===== config.mk =====
export PLATFORM = sky130hd
export DESIGN_NAME = friscv_scfifo_ctrl
export DESIGN_NICKNAME = d
export VERILOG_FILES = /design/src/rtl/friscv_scfifo_ctrl.sv
export SDC_FILE = /design/constraint.sdc
export NUM_CORES = 2
export LEC_CHECK = 0
export CAP_MARGIN = 20
export CORE_MARGIN = 1.5
export CORE_UTILIZATION = 60
export DETAILED_ROUTE_END_ITERATION = 7
export HOLD_SLACK_MARGIN = 0.08
export PLACE_DENSITY = 0.76
export SYNTH_ARGS = -nofsm -noshare
export SYNTH_HDL_FRONTEND = slang
export SYNTH_HIERARCHICAL = 1
export SYNTH_SLANG_ARGS = --single-unit

===== constraint.sdc =====
create_clock -name aclk -period 3.9 [get_ports aclk]
set_clock_uncertainty 0.1 [all_clocks]
set_input_delay 0.585 -clock aclk [delete_from_list [all_inputs] [get_ports aclk]]
set_output_delay 0.585 -clock aclk [all_outputs]
set_load 0.01 [all_outputs]

===== src/rtl/friscv_scfifo_ctrl.sv =====
// Single-clock first-word-fall-through FIFO: pointer/flag control around a small RAM.
// Latency: a pushed word is visible on data_out one cycle after the push edge; pull pops at the edge.
// Backpressure: push while full is dropped (overflow pulse), pull while empty is ignored (underflow pulse).

module friscv_scfifo_ram
  #(
    parameter int ADDR_WIDTH = 8,
    parameter int DATA_WIDTH = 8
  )(
    input  logic                  aclk,
    input  logic                  wr_en,
    input  logic [ADDR_WIDTH-1:0] addr_in,
    input  logic [DATA_WIDTH-1:0] data_in,
    input  logic [ADDR_WIDTH-1:0] addr_out,
    output logic [DATA_WIDTH-1:0] data_out
  );

  // Storage is deliberately never reset; stale entries are unreachable once pointers clear.
  logic [DATA_WIDTH-1:0] mem [0:(2**ADDR_WIDTH)-1];

  // Synchronous write port.
  always_ff @(posedge aclk) begin
    if (wr_en) mem[addr_in] <= data_in;
  end

  // Asynchronous read port gives the fall-through head.
  assign data_out = mem[addr_out];

endmodule

module friscv_scfifo_ctrl
  #(
    parameter int ADDR_WIDTH    = 8,
    parameter int DATA_WIDTH    = 8,
    parameter int AFULL_THRESH  = 2**ADDR_WIDTH-1,
    parameter int AEMPTY_THRESH = 1
  )(
    input  logic                  aclk,
    input  logic                  aresetn,
    input  logic                  srst,
    input  logic                  push,
    input  logic [DATA_WIDTH-1:0] data_in,
    output logic                  full,
    output logic                  afull,
    input  logic                  pull,
    output logic [DATA_WIDTH-1:0] data_out,
    output logic                  empty,
    output logic                  aempty,
    output logic [ADDR_WIDTH:0]   count,
    output logic                  overflow,
    output logic                  underflow
  );

  localparam logic [ADDR_WIDTH:0] PTR_ONE    = {{ADDR_WIDTH{1'b0}}, 1'b1};
  localparam logic [ADDR_WIDTH:0] AFULL_LVL  = AFULL_THRESH[ADDR_WIDTH:0];
  localparam logic [ADDR_WIDTH:0] AEMPTY_LVL = AEMPTY_THRESH[ADDR_WIDTH:0];

  // Extra MSB on each pointer is the wrap bit that tells full from empty.
  logic [ADDR_WIDTH:0] wr_ptr;
  logic [ADDR_WIDTH:0] rd_ptr;
  logic                wr_acc;
  logic                rd_acc;
  logic                ram_wr_en;

  // Acceptance decisions use the flags as they stand before the edge.
  assign wr_acc    = push & ~full;
  assign rd_acc    = pull & ~empty;
  // A clear in the same cycle wins over the write.
  assign ram_wr_en = wr_acc & ~srst;

  // Pointer and error-pulse registers.
  always_ff @(posedge aclk or negedge aresetn) begin
    if (!aresetn) begin
      wr_ptr    <= '0;
      rd_ptr    <= '0;
      overflow  <= 1'b0;
      underflow <= 1'b0;
    end else if (srst) begin
      wr_ptr    <= '0;
      rd_ptr    <= '0;
      overflow  <= 1'b0;
      underflow <= 1'b0;
    end else begin
      if (wr_acc) wr_ptr <= wr_ptr + PTR_ONE;
      if (rd_acc) rd_ptr <= rd_ptr + PTR_ONE;
      overflow  <= push & full;
      underflow <= pull & empty;
    end
  end

  // Status derived purely from registered pointers, no path from push/pull.
  assign empty  = (wr_ptr == rd_ptr);
  assign full   = (wr_ptr[ADDR_WIDTH-1:0] == rd_ptr[ADDR_WIDTH-1:0]) &&
                  (wr_ptr[ADDR_WIDTH] != rd_ptr[ADDR_WIDTH]);
  assign count  = wr_ptr - rd_ptr;
  assign afull  = (count >= AFULL_LVL);
  assign aempty = (count <= AEMPTY_LVL);

  friscv_scfifo_ram
    #(
      .ADDR_WIDTH (ADDR_WIDTH),
      .DATA_WIDTH (DATA_WIDTH)
    ) u_ram (
      .aclk     (aclk),
      .wr_en    (ram_wr_en),
      .addr_in  (wr_ptr[ADDR_WIDTH-1:0]),
      .data_in  (data_in),
      .addr_out (rd_ptr[ADDR_WIDTH-1:0]),
      .data_out (data_out)
    );

endmodule

After elaboration in Yosys (flattened, before gate mapping) --
Memory sizes are Yosys's and may differ from the RTL's. Cells that the tools add are included.
Word-level totals: memories 1, bits in latches 0, register bits after elaboration 20, bits in read-only memories 0, RAM bits 2048
Cells by class: $add $sub $neg 3, magnitude comparators 2, $mul 0, multiplexer cells 8, bitwise gates (word level) 8, shift operators 0, div/mod/pow operators 0, equal/unequal tests 3, reduce and logical (&&, ||, !) cells 3
Memories:
- u_ram.mem | depth 256, width 8, read ports 1, clocked after Yosys merged registers in 0, wr ports 1, line 19 | logic [DATA_WIDTH-1:0] mem [0:(2**ADDR_WIDTH)-1];
Operator list (count):
- 2-to-1 mux 9 bit | 4
- adder 9 x 1 -> 9 bit, second input constant | 2
- == test 9 bit | 1
- greater-or-equal comparator 9 x 8 -> 1 bit, second input constant | 1
- less-or-equal comparator 9 x 1 -> 1 bit, second input constant | 1
- subtractor 9 bit | 1
- == test 8 bit | 1
- bitwise AND 1 bit | 5
- 2-to-1 mux 1 bit | 4
- nonzero test 2 bit | 2
- NOT 1 bit | 3
- logical AND 1 bit | 1
- inequality test 1 bit | 1

Logic depth before layout (Yosys ltp) --
word-level depth 7, gate-level depth with buffers 11, gate-level depth less buffers 10

Cells and area by module --
Netlist, hierarchy kept.
By module, submodules not included:
- friscv_scfifo_ram | cells each 3725, instances 1, area an instance 79396.1 um^2
- friscv_scfifo_ctrl | cells each 155, instances 1, area an instance 1398.8 um^2

Least setup slack after synthesis --
OpenSTA, ideal clock, no wires.
path type register to register, start point register wr_ptr[4], end point memory u_ram.mem[234][0] (enable), data required time 3.430 ns, arrival 2.611 ns, slack 0.819 ns, setup time 0.370 ns, clock period less this slack 3.081 ns, cell stages (with the launch flop) 11, path through dfrtp_1 ha_1 clkbuf_1 nand4_1 o31ai_2 nor2_1 clkbuf_1 buf_1 nand3_1 clkbuf_1 nor2_1
On the way: word-level cells in the longest chain between the ends 7
RTL lines:
- from (decl) | line 59 | logic [ADDR_WIDTH:0] wr_ptr;
- from (signal assigned) | line 84 | if (wr_acc) wr_ptr <= wr_ptr + PTR_ONE;
- == test 8 bit | line 93 | assign full = (wr_ptr[ADDR_WIDTH-1:0] == rd_ptr[ADDR_WIDTH-1:0]) &&
- logical AND 1 bit | line 93
- NOT 1 bit | line 66 | assign wr_acc = push & ~full;
- bitwise AND 1 bit | line 66
- bitwise AND 1 bit | line 69 | assign ram_wr_en = wr_acc & ~srst;
- named net ram_wr_en | line 63 | logic ram_wr_en;
- 2-to-1 mux 1 bit | line 23 | if (wr_en) mem[addr_in] <= data_in;
- 2-to-1 mux 1 bit (not written as such) | line 23
- to (decl) | line 19
The timed path passes the listed nets, and every way through them passes these cells.

Worst setup path in the final report --
start point register rd_ptr[2], end point output data_out[2]
On the way: word-level cells in the longest chain between the ends 1
RTL lines:
- from (decl) | line 60 | logic [ADDR_WIDTH:0] rd_ptr;
- from (signal assigned) | line 85 | if (rd_acc) rd_ptr <= rd_ptr + PTR_ONE;
- memory read (256 x 8 bit)
- to (decl) | line 46 | output logic [DATA_WIDTH-1:0] data_out,
Every way passes these cells.

==> out/results.tsv <==
metric	value	unit
power_density	521	mW/mm^2
start_util	0.605	
grt_pass1_vias	45700	
swShare	0.236	
worstSkewPairLatency	0.86	ns
grt_busiest_layer	met2	
synth_top_area_frac	0.761	
rr_startpoint	rd_ptr[3]	
die_w	370	um
finalCritPeriodShare	1.18	
nFillCells	6927	
fin_ws	-0.703	ns
clkSinkCount	2068	
port_buffers	35	
worst_hold_path_type	in2async	
p_leak	30.8	nW
max_freq	217	MHz
synthesis.nets	3904	
grt.met2_usage	0.530	
drt-total-wl	232	mm
placed_area	0.0876	sq mm
startpoint	rd_ptr[2]	
critPathMaxStageDelay	0.55	ns
ioPinCount	36	
cts_made_buffers	193	
final_max_slew_viol_count	0	
grtUsageTotal	0.338	
netlist_top_cells_area	edfxtp_1 76%, mux4_2 13%, mux2i_1 1.7%	
worst_pin_slew	1.13	ns
pwr-share-seq	0.483	
cts_tree	built	
pre_cts_ws	-1.01	ns
nets	4638	
yosysTopAreaCell	edfxtp_1	
cap_violations	0	
multiInputGateArea	0.0190	sq mm
violations	negative setup slack	
setup_violations	13	
min_period	4.60	ns
async_flop_share	0.00967	
drc	0	
gp_congestion	0.964	
worstPathArrival	3.92	ns
cp_slowest_cell	nor4_4	
power	50.6	mW
postLayoutCoreUtil	0.727	
viasPerCell	7.05	
dieArea	0.137	sq mm
globalRouteMet1Util	0.442	
r2r_cells	12	
maxSlewHeadroom	0.246	
rows	134	
ant_nets	0	
synthCells	3880	
critPathCaptureType	output pin	
ys_warn_count	6	
final_cells	6552	
power_frac_comb	0.148	
crit_path_cell_trace	buf_4 > clkinvlp_4 > buf_6 > buf_4 > nand2_1 > buf_4 > buf_4 > o22ai_1 > nor3_2 > nor4_4 > nor4_4 > buf_2	
synth_cell_type_count	72	
drive_above_1_share	0.361	
status	complete, but fails checks	
tns	-6.71	ns
pwr-share-clk	0.369	
avgRoutedWirePerCell	35.4	um
fin_hold_ws	0.128	ns
ys_ff_latch	2068	
rsz0062_at_grt	yes	
htreeDepth	4	
crit_required	3.21	ns
cts.hold.buffers_added	0	
clockBufferDepth	3	
clockRootBuffer	clkbuf_16	
worst_setup_path_start_kind	register	
ys_seq_area_frac	0.767	
vias	46200	
synth_edf_count	2048	
dr.pass1.iters	6	
area.growth.synth_to_final	20.2	%
synth_ff_type	edfxtp_1	
grt_max_degree	131	
gr-total-overflow	0	
criticalPathCategory	reg2out	
dp_hpwl	133	mm
p_sw	11.9	mW
gr-usage-met3	0.0916	
core	0.134	sq mm
critPathMostFrequentCell	buf_4	
regArea	0.0620	sq mm
stdcell_area	0.0971	sq mm
hold_viol_final	0	
syn_avg_cell_area	20.8	sq um
die_y	370	um
clk_pin_slew	0.06	ns
dp.cells	6072	
grt_antenna_before_repair	6	
path_max_fanout	5	
irDropWorstVdd	0.624	mV
drt_iter0_drc	8015	
synth.cell_area	0.0808	sq mm
grt_pass1_wl	326	mm
internal_power	38.7	mW
## sequential cells by signal, indices dropped and copies added (netlist names)
| name | flops |
|---|---|
| wr_ptr | 9 |
| underflow | 1 |
| rd_ptr | 9 |
| overflow | 1 |
| u_ram/mem | 2048 |
## what timing repair did
action                                  in CTS  in global routing
endpoints found under the setup margin      19                 18
resized for setup                          385                105
gates cloned                                12                  1
setup buffers                               84                 30
pin swaps                                   86                 57
## layout by cell type, fill, tap and decap left out, drive strengths merged, types with 6 or more instances in the layout
cell type	instances
edfxtp	2048
buf	750
mux4	456
nor2	303
clkbuf	251
mux2i	135
a22oi	133
a21oi	106
clkinv	86
o221ai	47
nand2	44
nand3	39
nor2b	32
nor4	28
o22ai	28
nor3	23
inv	22
dfrtp	20
nand4	17
o21ai	17
a211oi	16
bufinv	15
a221oi	14
o211ai	11
xnor2	11
clkdlybuf4s50	10
ha	10
clkinvlp	9
nand2b	8
xor2	8
a22o	8
diode	7
and2	7
a2111oi	6
## critical path, delay by kind of cell (launching register included)
family / cells / cell delay, ns
AO/OA/AOI/OAI: 1 / 0.36
buffers and inverters: 7 / 1.25
flip-flops: 1 / 0.50
AND/OR/NAND/NOR: 4 / 0.92
## power groups by stage
stage	clock network (mW)	logic, mW	registers, mW
6_report	18.7	7.47	24.4
2_1_floorplan	0	3.86	24.9
3_3_place_gp	0	5.76	24.9
4_1_cts	18.6	7.01	24.4
3_5_place_dp	0	5.84	24.9
5_1_grt	19.5	7.72	24.4
## area by class of cell
class | count | share of cell area
multi-input cells | 1561 | 0.195
flip-flops and latches | 2068 | 0.638
inverters | 15 | 0.000695
diodes | 7 | 0.000180
clock buffers | 241 | 0.0524
repair buffers | 775 | 0.0789
clock inverters | 117 | 0.0114
well taps | 1768 | 0.0228
## kinds of logic (layout without fill, tap and decap cells)
family / count (synthesis) / in the layout / synth area share
and+or+nand+nor: 530 / 530 / 0.0300
AOI/OAI and AO/OA: 409 / 409 / 0.0358
muxes: 592 / 592 / 0.144
xor gates and xnor gates: 19 / 19 / 0.00215
adders and majority gates: 11 / 11 / 0.00180
DFF: 2068 / 2068 / 0.767
buffers and inverters: 251 / 1148 / 0.0188
other: 0 / 7 / 0
## worst paths after layout
check	endpoint	slack (ns)
setup / recovery	data_out[2]	-0.70
hold / removal	rd_ptr[1]	0.13
setup reg to reg	u_ram/mem[70][1]	0.16
hold reg to reg	rd_ptr[8]	0.52
max in group asynchronous	rd_ptr[0]	2.90
min in group aclk	u_ram/mem[95][1]	0.28
## synthesized netlist by cell type (23+ instances only)
library cell and n:
a21oi_1 105, a22oi_1 133, buf_2 31, buf_4 27, clkbuf_1 114, edfxtp_1 2048, mux2i_1 135, mux4_2 454
nand2_1 44, nand3_1 39, nor2_1 303, nor2b_1 32, nor3_1 23, nor4_1 24, o221ai_1 46, o22ai_1 28
## metal layers
metal	vias up	wire (um)
li1	17700	-
met1	23600	76100
met2	4060	111000
met3	841	30800
met4	0	14300
met5	-	0
Power figures use the tool's default switching activity.
